### config.mk
export PLATFORM = sky130hd
export DESIGN_NAME = mac_dot_scheduler_flat
export DESIGN_NICKNAME = d
export VERILOG_FILES = /design/src/rtl/mac_dot_scheduler_if.sv /design/src/rtl/mac_dot_scheduler.sv /design/src/flat_wrapper.sv
export SDC_FILE = /design/constraint.sdc
export NUM_CORES = 1
export LEC_CHECK = 0
export CAP_MARGIN = 20
export CORE_MARGIN = 2
export CORE_UTILIZATION = 50
export CTS_CLUSTER_SIZE = 8
export DETAILED_ROUTE_END_ITERATION = 16
export PLACE_DENSITY = 0.67
export SYNTH_ARGS = -nofsm -noshare
export SYNTH_HDL_FRONTEND = slang
export SYNTH_SLANG_ARGS = --single-unit
### constraint.sdc
create_clock -name clk -period 6.3 [get_ports clk]
set_input_delay 1.26 -clock clk [delete_from_list [all_inputs] [get_ports clk]]
set_output_delay 1.26 -clock clk [all_outputs]
set_load 0.02 [all_outputs]
### src/rtl/mac_dot_scheduler_if.sv
// mac_dot_scheduler_if
//   Operand stream and result handshake bundle for mac_dot_scheduler.
//   master : operand source / result consumer (drives op_*, res_ready)
//   slave  : the scheduler (drives op_ready, res_valid, res, res_of)
//   op_valid/op_ready/op_a/op_b : operand pair stream
//   res_valid/res_ready/res/res_of : dot-product result and saturation flag
interface mac_dot_scheduler_if #(
   parameter int DW = 8,
   parameter int AW = 16
);
   logic          op_valid;
   logic          op_ready;
   logic [DW-1:0] op_a;
   logic [DW-1:0] op_b;
   logic          res_valid;
   logic          res_ready;
   logic [AW-1:0] res;
   logic          res_of;

   modport master (
      output op_valid, op_a, op_b, res_ready,
      input  op_ready, res_valid, res, res_of
   );

   modport slave (
      input  op_valid, op_a, op_b, res_ready,
      output op_ready, res_valid, res, res_of
   );
endinterface

### src/rtl/mac_dot_scheduler.sv
// mac_dot_scheduler
//   Job controller around a 3-stage MAC (operand reg -> product reg ->
//   saturating accumulator). A job of `len` operand pairs is streamed in,
//   the pipe is drained, and the dot product is offered on a valid/ready
//   result port. The accumulator is cleared per job, so jobs run
//   back-to-back without a reset.
// Ports:
//   clk   : rising-edge clock
//   r     : asynchronous active-low reset
//   start : job request (IDLE only); len : pair count sampled with start
//   busy  : high in FEED, DRAIN, DONE
//   bus   : operand stream + result handshake (slave modport)
//   abort : only when MAC_ABORT_EN is defined; kills a job in FEED/DRAIN
// Build option: define MAC_ABORT_EN to add the abort input.
module mac_dot_scheduler #(
   parameter int DW    = 8,
   parameter int AW    = 16,
   parameter int LEN_W = 8
) (
   input  logic             clk,
   input  logic             r,
   input  logic             start,
   input  logic [LEN_W-1:0] len,
`ifdef MAC_ABORT_EN
   input  logic             abort,
`endif
   output logic             busy,
   mac_dot_scheduler_if.slave bus
);

   typedef enum logic [1:0] {IDLE, FEED, DRAIN, DONE} state_t;

   state_t            state_q, state_d;
   logic [LEN_W-1:0]  len_q, cnt_q;
   logic [2:1]        vld_pipe;           // stage valid tags v1, v2
   logic [DW-1:0]     a1, b1;
   logic [2*DW-1:0]   p2;
   logic [AW-1:0]     acc;
   logic              of_q;
   logic [AW:0]       sum;
   logic              fire, start_job, abort_hit;

`ifdef MAC_ABORT_EN
   assign abort_hit = abort & ((state_q == FEED) | (state_q == DRAIN));
`else
   assign abort_hit = 1'b0;
`endif

   assign fire      = (state_q == FEED) & bus.op_valid;
   assign start_job = (state_q == IDLE) & start;

   // one extra bit catches the carry out of the accumulator
   assign sum = {1'b0, acc} + {{(AW+1-2*DW){1'b0}}, p2};

   always_comb begin
      state_d = state_q;
      case (state_q)
         IDLE:  if (start) state_d = (len == '0) ? DONE : FEED;
         FEED:  if (abort_hit) state_d = IDLE;
                else if (fire && cnt_q == len_q - LEN_W'(1)) state_d = DRAIN;
         // last product sits in stage 2 with nothing behind it in stage 1:
         // it accumulates on this edge, so the result is ready after it
         DRAIN: if (abort_hit) state_d = IDLE;
                else if (vld_pipe[2] && !vld_pipe[1]) state_d = DONE;
         DONE:  if (bus.res_ready) state_d = IDLE;
         default: state_d = IDLE;
      endcase
   end

   always_ff @(posedge clk or negedge r) begin
      if (!r) state_q <= IDLE;
      else    state_q <= state_d;
   end

   always_ff @(posedge clk or negedge r) begin
      if (!r) begin
         len_q    <= '0;
         cnt_q    <= '0;
         vld_pipe <= '0;
         a1       <= '0;
         b1       <= '0;
         p2       <= '0;
         acc      <= '0;
         of_q     <= 1'b0;
      end else begin
         vld_pipe[1] <= fire & ~abort_hit;
         vld_pipe[2] <= vld_pipe[1] & ~abort_hit;
         if (fire) begin
            a1 <= bus.op_a;
            b1 <= bus.op_b;
         end
         p2 <= {{DW{1'b0}}, a1} * {{DW{1'b0}}, b1};

         if (start_job) begin
            len_q <= len;
            cnt_q <= '0;
            acc   <= '0;
            of_q  <= 1'b0;
         end else if (abort_hit) begin
            cnt_q <= '0;
            acc   <= '0;
         end else begin
            if (fire) cnt_q <= cnt_q + LEN_W'(1);
            if (vld_pipe[2]) begin
               if (sum[AW]) begin
                  acc  <= '1;
                  of_q <= 1'b1;
               end else begin
                  acc  <= sum[AW-1:0];
               end
            end
         end
      end
   end

   assign busy          = (state_q != IDLE);
   assign bus.op_ready  = (state_q == FEED);
   assign bus.res_valid = (state_q == DONE);
   assign bus.res       = acc;
   assign bus.res_of    = of_q;

endmodule

### src/flat_wrapper.sv
// flat-port wrapper written by rule: the top's interface ports become plain ports
module mac_dot_scheduler_flat 
#(
   parameter int DW    = 8,
   parameter int AW    = 16,
   parameter int LEN_W = 8
)
  (clk, r, start, len, busy, bus_op_valid, bus_op_a, bus_op_b, bus_res_ready, bus_op_ready, bus_res_valid, bus_res, bus_res_of);
  mac_dot_scheduler_if #(.DW(DW), .AW(AW)) bus_i ();
  input  logic clk;
  input  logic r;
  input  logic start;
  input  logic [LEN_W-1:0] len;
  output logic busy;
  input wire logic [$bits(bus_i.op_valid)-1:0] bus_op_valid;
  input wire logic [$bits(bus_i.op_a)-1:0] bus_op_a;
  input wire logic [$bits(bus_i.op_b)-1:0] bus_op_b;
  input wire logic [$bits(bus_i.res_ready)-1:0] bus_res_ready;
  output wire logic [$bits(bus_i.op_ready)-1:0] bus_op_ready;
  output wire logic [$bits(bus_i.res_valid)-1:0] bus_res_valid;
  output wire logic [$bits(bus_i.res)-1:0] bus_res;
  output wire logic [$bits(bus_i.res_of)-1:0] bus_res_of;
  assign bus_i.op_valid = bus_op_valid;
  assign bus_i.op_a = bus_op_a;
  assign bus_i.op_b = bus_op_b;
  assign bus_i.res_ready = bus_res_ready;
  assign bus_op_ready = bus_i.op_ready;
  assign bus_res_valid = bus_i.res_valid;
  assign bus_res = bus_i.res;
  assign bus_res_of = bus_i.res_of;
  mac_dot_scheduler #(.DW(DW), .AW(AW), .LEN_W(LEN_W)) u_core (.clk(clk), .r(r), .start(start), .len(len), .busy(busy), .bus(bus_i));
endmodule
==> results by group, run 1 <==
Run status
  – Run status: completed

Route
  – Initial DRC count: around 210
  – Routed Wire Length: about 12000 µm
  – DR vias/cell: about 5.4
  – Post-route antenna net violation count: 0
  – DRT Pass-1 Iters: 6
  – DRC: 0
  – Vias: 4474
  – WL per Instance: 14.4 µm

Timing
  – Worst hold slack: 0.390 ns
  – Fmax: 218 MHz
  – Min cycle time layout: 4.59 ns
  – RSZ-0062 raised after global routing: no
  – Clock Skew: 0.00934 ns
  – Final Cycle Share: 0.729
  – Final setup violation count: 0
  – Final Hold Viols: 0
  – Final setup TNS: 0 ns
  – Worst slew pin tran: roughly 0.89 ns
  – Relative slew margins: 0.406
  – Final-report max-slew violation count: 0

Clocking
  – Max clock buf depth: 2
  – CTS Hold Buffers Added: 0
  – CTS Buf Count: 9
  – H-tree depth: 3
  – Clock-pin slew on the worst setup and hold paths: 0.06 ns
  – Post-CTS Resized: 0
  – Setup bufs post-CTS: 0
  – Clk_lat worst skew: about 0.34 ns
  – CTS tree: yes
  – Clk root buf: clkbuf_16
  – # clock sinks: a little under 70

Yosys
  – Synth area leader: dfrtp_1
  – Distinct cells, synth: 53
  – Post-Syn Nets: about 760
  – Yosys reg bits: slightly below 70
  – Syn. warnings: 0
  – Ranking of synthesized cells by area: dfrtp_1 30%, fa_1 13%, ha_1 13%
  – Cell Area, Synth: 5730 µm²
  – Top cells by instance count after synthesis: 110 x nand2_1, 69 x dfrtp_1, 66 x inv_1, 59 x ha_1, 48 x and2_1
  – Avg Cell Area, Syn: approximately 9.1 µm²
  – Async SR Flop Fraction: 1.00
  – Sequential area share after synthesis: 0.301
  – Top cell type's share of synthesized area: 0.301
  – Count leader, synth: nand2_1
  – Post-synth EDFFs: 0
  – Mapped Cells: 633
  – Main flop type after synthesis: dfrtp_1

Floorplan
  – Core Area: 11300 µm²
  – Die width: roughly 110 µm
  – Top Ports: 49
  – Initial Util: 0.506
  – Die Y: about 110 µm
  – # rows: 39
  – Total die area: 12300 µm²

Layout
  – Nets: about 800
  – Layout cells sized above 1: 0.0337
  – Area Overhead vs Synth: 16.0%
  – Fillers: 1030
  – Antenna cells: 0

Global route
  – All-Layer GR Usage: 0.209
  – Pin count of the biggest net entering global routing: 70
  – GR Overflow Total: 0
  – Global-route wire length before repair: ~21000 µm
  – Number of global-route vias before repair: ~4400
  – Initial antenna violation count: 0

Place
  – Buffers on Ports: 48
  – Dpl hpwl: a little over 9000 µm
  – Global placement routability congestion: approximately 0.87

Power
  – P_leak: about 0.0034 µW
  – Peak supply drop: ~0.14 mV
  – P per Cell Area: 151 nW/µm²

Flow run
  – Max_cap viols: 0

Setup path
  – Data required, critical path: approximately 6.6 ns
  – Crit path max fanout: 9
  – CP max stage delay: around 0.54 ns
  – Setup Crit Path Kind: reg2reg
  – Most frequent cell on the critical path: fa_1
  – Worst setup EP type: flip-flop
  – CP Launch Type: flip-flop
  – Crit-path leading delay family: adder cells
  – Crit path DAT: a little under 5 ns
  – Slowest cell on the critical path: fa_1
  – CP Cell Sequence: and2_1 > fa_1 > fa_1 > fa_1 > inv_1 > fa_1 > inv_1 > ha_1 > a21o_1 > a21oi_1 > nor2b_1 > a221oi_1 > o41ai_1 > xnor2_1
  – Count of buffer and inverter cells on the critical path: 2

Min path
  – Hold WC Path Type: reg2reg
[final timing paths]
| kind | slack [ns] | end | cells past startpoint | startpoint |
|---|---|---|---|---|
| hold reg to reg | 0.39 | u_core.vld_pipe[2]$_DFF_PN0_ | 0 | u_core.vld_pipe[1]$_DFF_PN0_ |
| setup / recovery | 1.71 | u_core.p2[14]$_DFF_PN0_ | 14 | u_core.b1[7]$_DFFE_PN0P_ |
| setup reg to reg | 1.71 | u_core.p2[14]$_DFF_PN0_ | 14 | u_core.b1[7]$_DFFE_PN0P_ |
| min in group asynchronous | 1.09 | u_core.p2[15]$_DFF_PN0_ | 2 | r |
| max in group asynchronous | 4.59 | u_core.a1[4]$_DFFE_PN0P_ | 2 | r |
| hold / removal | 0.39 | u_core.vld_pipe[2]$_DFF_PN0_ | 0 | u_core.vld_pipe[1]$_DFF_PN0_ |
[cell type report]
class,instances,area (µm²),share of cell area
Inverter,66,248,0.0373
Clock buffer,11,233,0.0350
Timing Repair Buffer,50,490,0.0738
Tap cell,143,179,0.0269
Sequential cell,69,1730,0.260
Clock inverter,4,73.8,0.0111
Multi-Input combinational cell,482,3690,0.556
[power by group]
part / switching [µW] / leakage (µW) / total [µW] / internal, µW
Combinational: 11.6 / 0.00231 / 27.2 / 15.5
Clock: 189 / 0.000150 / 533 / 344
Sequential: 0 / 0.000944 / 443 / 443
Total: 201 / 0.00340 / 1000 / 803
[through the flow]
| stage | std cells | utilization | power [µW] | setup slack (ns) | instance area (µm²) |
|---|---|---|---|---|---|
| 6_report | 825 | 0.587 | 1000 | 1.71 | 6640 |
| 4_1_cts | 825 | 0.587 | 1020 | 1.74 | 6640 |
| 5_1_grt | 825 | 0.587 | 1040 | 1.41 | 6640 |
| 2_1_floorplan | 633 | - | 452 | 2.05 | 5730 |
| 3_5_place_dp | 810 | 0.560 | 479 | 1.79 | 6340 |
| 3_3_place_gp | 809 | 0.559 | 479 | 1.91 | 6330 |
[cells by family after synthesis]
| kind of cell | count (synthesis) | synth area share |
|---|---|---|
| fa+ha+maj | 96 | 0.258 |
| simple gates | 233 | 0.202 |
| xor+xnor | 41 | 0.0627 |
| flops | 69 | 0.301 |
| compound gates | 112 | 0.122 |
| buf+inv | 82 | 0.0539 |
[metal layers]
| metal | routed length, µm | vias up | global-route usage |
|---|---|---|---|
| met5 | 0 | - | 0 |
| met4 | 241 | 0 | 0.0675 |
| met3 | 486 | 22 | 0.0465 |
| met2 | 5400 | 91 | 0.315 |
| met1 | 5790 | 2145 | 0.303 |
| li1 | - | 2216 | - |
[layout by cell type (no fill, tap or decap), drive strengths merged, types with 15 or more instances in the layout]
master and n:
a21oi 20, a31oi 18, and2 48, clkdlybuf4s50 47, dfrtp 69, fa 37, ha 59, inv 66
nand2 110, nor2 26, o21ai 37, xnor2 26, xor2 15
[flip-flops by register name (all words and copies together) (netlist names)]
signal and cells:
u_core.vld_pipe 2, u_core.bus.res_of 1, u_core.p2 16, u_core.a1 8, u_core.b1 8, u_core.bus.res 16, u_core.state_q 2, u_core.len_q 8
u_core.cnt_q 8
No activity file was read; power rests on OpenSTA's default activity.
==> run 2: changes to the inputs <==
PLACE_DENSITY = 0.7   (was 0.67)
clock period = 4 ns   (was 6.3 ns; I/O delays follow)
==> results by group, run 2 (same netlist as run 1, synthesis figures left out) <==
Run status
  – Failing checks: negative setup slack
  – Run status: finished, violations left

Layout
  – Fillers: 969 (-5.9%)
  – Area Overhead vs Synth: 23.4%
  – Layout cells sized above 1: 0.139 (+0.106)
  – Nets: 837 (+4.2%)
  – Post-Layout Cell Count: 860 (+4.2%)
  – Most frequent cells in the layout: 109 x nand2_1, 61 x dfrtp_1, 59 x inv_1
  – Most common cell after layout, fill and taps aside: nand2_1
  – Antenna cells: 0 (unchanged)
  – Multi-input gate area: 3840 µm² (+4.1%)
  – Combined flip-flop and latch cell area: 1740 µm² (+0.58%)

Global route
  – Initial antenna violation count: 0 (unchanged)
  – Pin count of the biggest net entering global routing: 53 (-24%)
  – Number of global-route vias before repair: 4548 (+3.3%)
  – Global-route wire length before repair: 21400 µm (+1.3%)
  – All-Layer GR Usage: 0.212 (+0.00279)
  – GR Overflow Total: 0 (unchanged)

Clocking
  – Clock-pin slew on the worst setup and hold paths: 0.06 ns (about the same)
  – Clk root buf: clkbuf_16
  – CTS tree: yes
  – Clk_lat worst skew: 0.35 ns (about the same)
  – # clock sinks: 69 (unchanged)
  – CTS Hold Buffers Added: 0 (unchanged)
  – CTS Buf Count: 9 (unchanged)
  – H-tree depth: 3 (unchanged)
  – Max clock buf depth: 2 (unchanged)

Floorplan
  – Total die area: 12300 µm² (unchanged)
  – Die Y: 111 µm (unchanged)
  – # rows: 39 (unchanged)
  – Die width: 111 µm (unchanged)
  – Top Ports: 49 (unchanged)
  – Initial Util: 0.506 (unchanged)
  – Core Area: 11300 µm² (unchanged)

Timing
  – Final Cycle Share: 1.01 (+0.280)
  – Clock Skew: 0.00766 ns (-0.00168 ns)
  – Final Hold Viols: 0 (unchanged)
  – Final setup TNS: -0.0351 ns (-0.0351 ns)
  – Final-report max-slew violation count: 0 (unchanged)
  – Relative slew margins: 0.418 (+0.0119)
  – Final setup violation count: 1 (+1)
  – Setup WS post-layout: -0.0351 ns (-1.74 ns)
  – Fmax: 248 MHz (+14%)
  – Worst slew pin tran: 0.873 ns (-0.0179 ns)
  – RSZ-0062 raised after global routing: yes
  – Min cycle time layout: 4.04 ns (-0.555 ns)

Flow run
  – Max_cap viols: 0 (unchanged)

Setup path
  – Count of buffer and inverter cells on the critical path: 3 (+1)
  – Worst setup EP type: flip-flop
  – Crit-path leading delay family: adder cells
  – Crit path max fanout: 6 (-3)
  – CP max stage delay: 0.51 ns (-0.03 ns)
  – Setup Crit Path Kind: reg2reg
  – Data required, critical path: 4.22 ns (-2.33 ns)
  – Slowest cell on the critical path: fa_1
  – Crit path DAT: 4.25 ns (-0.59 ns)
  – CP Cell Sequence: buf_4 > and2_4 > fa_2 > ha_1 > inv_1 > fa_1 > fa_1 > inv_1 > ha_4 > o21ai_0 > o21ai_1 > nand2_1 > a221oi_2 > o41ai_2 > xnor2_1
  – CP Launch Type: flip-flop

Route
  – WL per Instance: 14.6 µm (+1.1%)
  – Initial DRC count: 210 (-1.9%)
  – DRT Pass-1 Iters: 5 (-1)
  – Post-route antenna net violation count: 0 (unchanged)
  – DR vias/cell: 5.35 (-1.4%)
  – DRC: 0 (unchanged)
  – Vias: 4597 (+2.7%)
  – Routed Wire Length: 12600 µm (+5.4%)

Place
  – Number of cells after detailed placement: 840 (+3.7%)
  – Global placement routability congestion: 0.918 (+6.1%)
  – Buffers on Ports: 48 (unchanged)
  – Dpl hpwl: 9560 µm (+4.2%)

Power
  – Pwr Total: 1600 µW (+59%)
  – P_leak: 0.00358 µW (+5.4%)
  – P per Cell Area: 226 nW/µm² (+50%)
  – Peak supply drop: 0.212 mV (+54%)

Min path
  – Hold WC Path Type: in2async
## run 2: power by group
| part | total [µW] | switching (µW) | internal (µW) |
|---|---|---|---|
| Sequential | 698 | 0 | 698 |
| Combinational | 43.0 | 18.5 | 24.5 |
| Clock | 858 | 313 | 545 |
## run 2: path summary, 6_finish.rpt
path	from	to	slack, ns	cells after the start
max in group asynchronous	r	u_core.a1[4]$_DFFE_PN0P_	2.59	2
worst max register to register	u_core.a1[4]$_DFFE_PN0P_	u_core.p2[14]$_DFF_PN0_	-0.04	15
worst min-delay path	r	u_core.state_q[0]$_DFFE_PN0P_	0.38	1
worst min register to register	u_core.vld_pipe[1]$_DFF_PN0_	u_core.vld_pipe[2]$_DFF_PN0_	0.39	0
min in group clk	u_core.vld_pipe[1]$_DFF_PN0_	u_core.vld_pipe[2]$_DFF_PN0_	0.39	0
worst max-delay path	u_core.a1[4]$_DFFE_PN0P_	u_core.p2[14]$_DFF_PN0_	-0.04	15
## run 2: repair_timing
item / CTS / global route
buffers inserted: 0 / 4
endpoints found under the setup margin: 4 / 7
pin swaps: 4 / 12
resized for setup: 9 / 29
## run 2: through the flow
step	utilization	hold WS (ns)	worst slack [ns]	area, µm²
final	0.624	0.382	-0.0351	7070
after global routing	0.624	0.399	-0.172	7070
after CTS	0.613	0.386	0.00698	6940
after detailed placement	0.583	0.371	-0.0902	6600
after global placement	0.583	0.368	-0.0132	6600
after floorplan	-	0.354	-0.0213	5780
## run 2: layout make-up
| class | count | share of cell area |
|---|---|---|
| Clock inverter | 6 | 0.0122 |
| Timing Repair Buffer | 84 | 0.105 |
| Clock buffer | 10 | 0.0324 |
| Sequential cell | 69 | 0.246 |
| Tap cell | 143 | 0.0253 |
| Inverter | 66 | 0.0350 |
| Multi-Input combinational cell | 482 | 0.544 |
## run 2: worst register-to-register path: cells and delay by family (launching register included)
family | cells | cell delay, ns
AND/OR/NAND/NOR | 2 | 0.27
AO/OA/AOI/OAI | 4 | 0.74
XOR/XNOR | 1 | 0.14
adder cells (fa/ha/maj) | 5 | 2.06
buffers and inverters | 3 | 0.27
flip-flops | 1 | 0.44
## run 2: routing by layer
layer | up-vias | GRT usage | part of all wire
met1 | 2229 | 0.272 | 0.45
met3 | 14 | 0.0355 | 0.038
met4 | 0 | 0.0667 | 0.014
met2 | 75 | 0.369 | 0.50
li1 | 2279 | - | -
met5 | - | 0 | 0
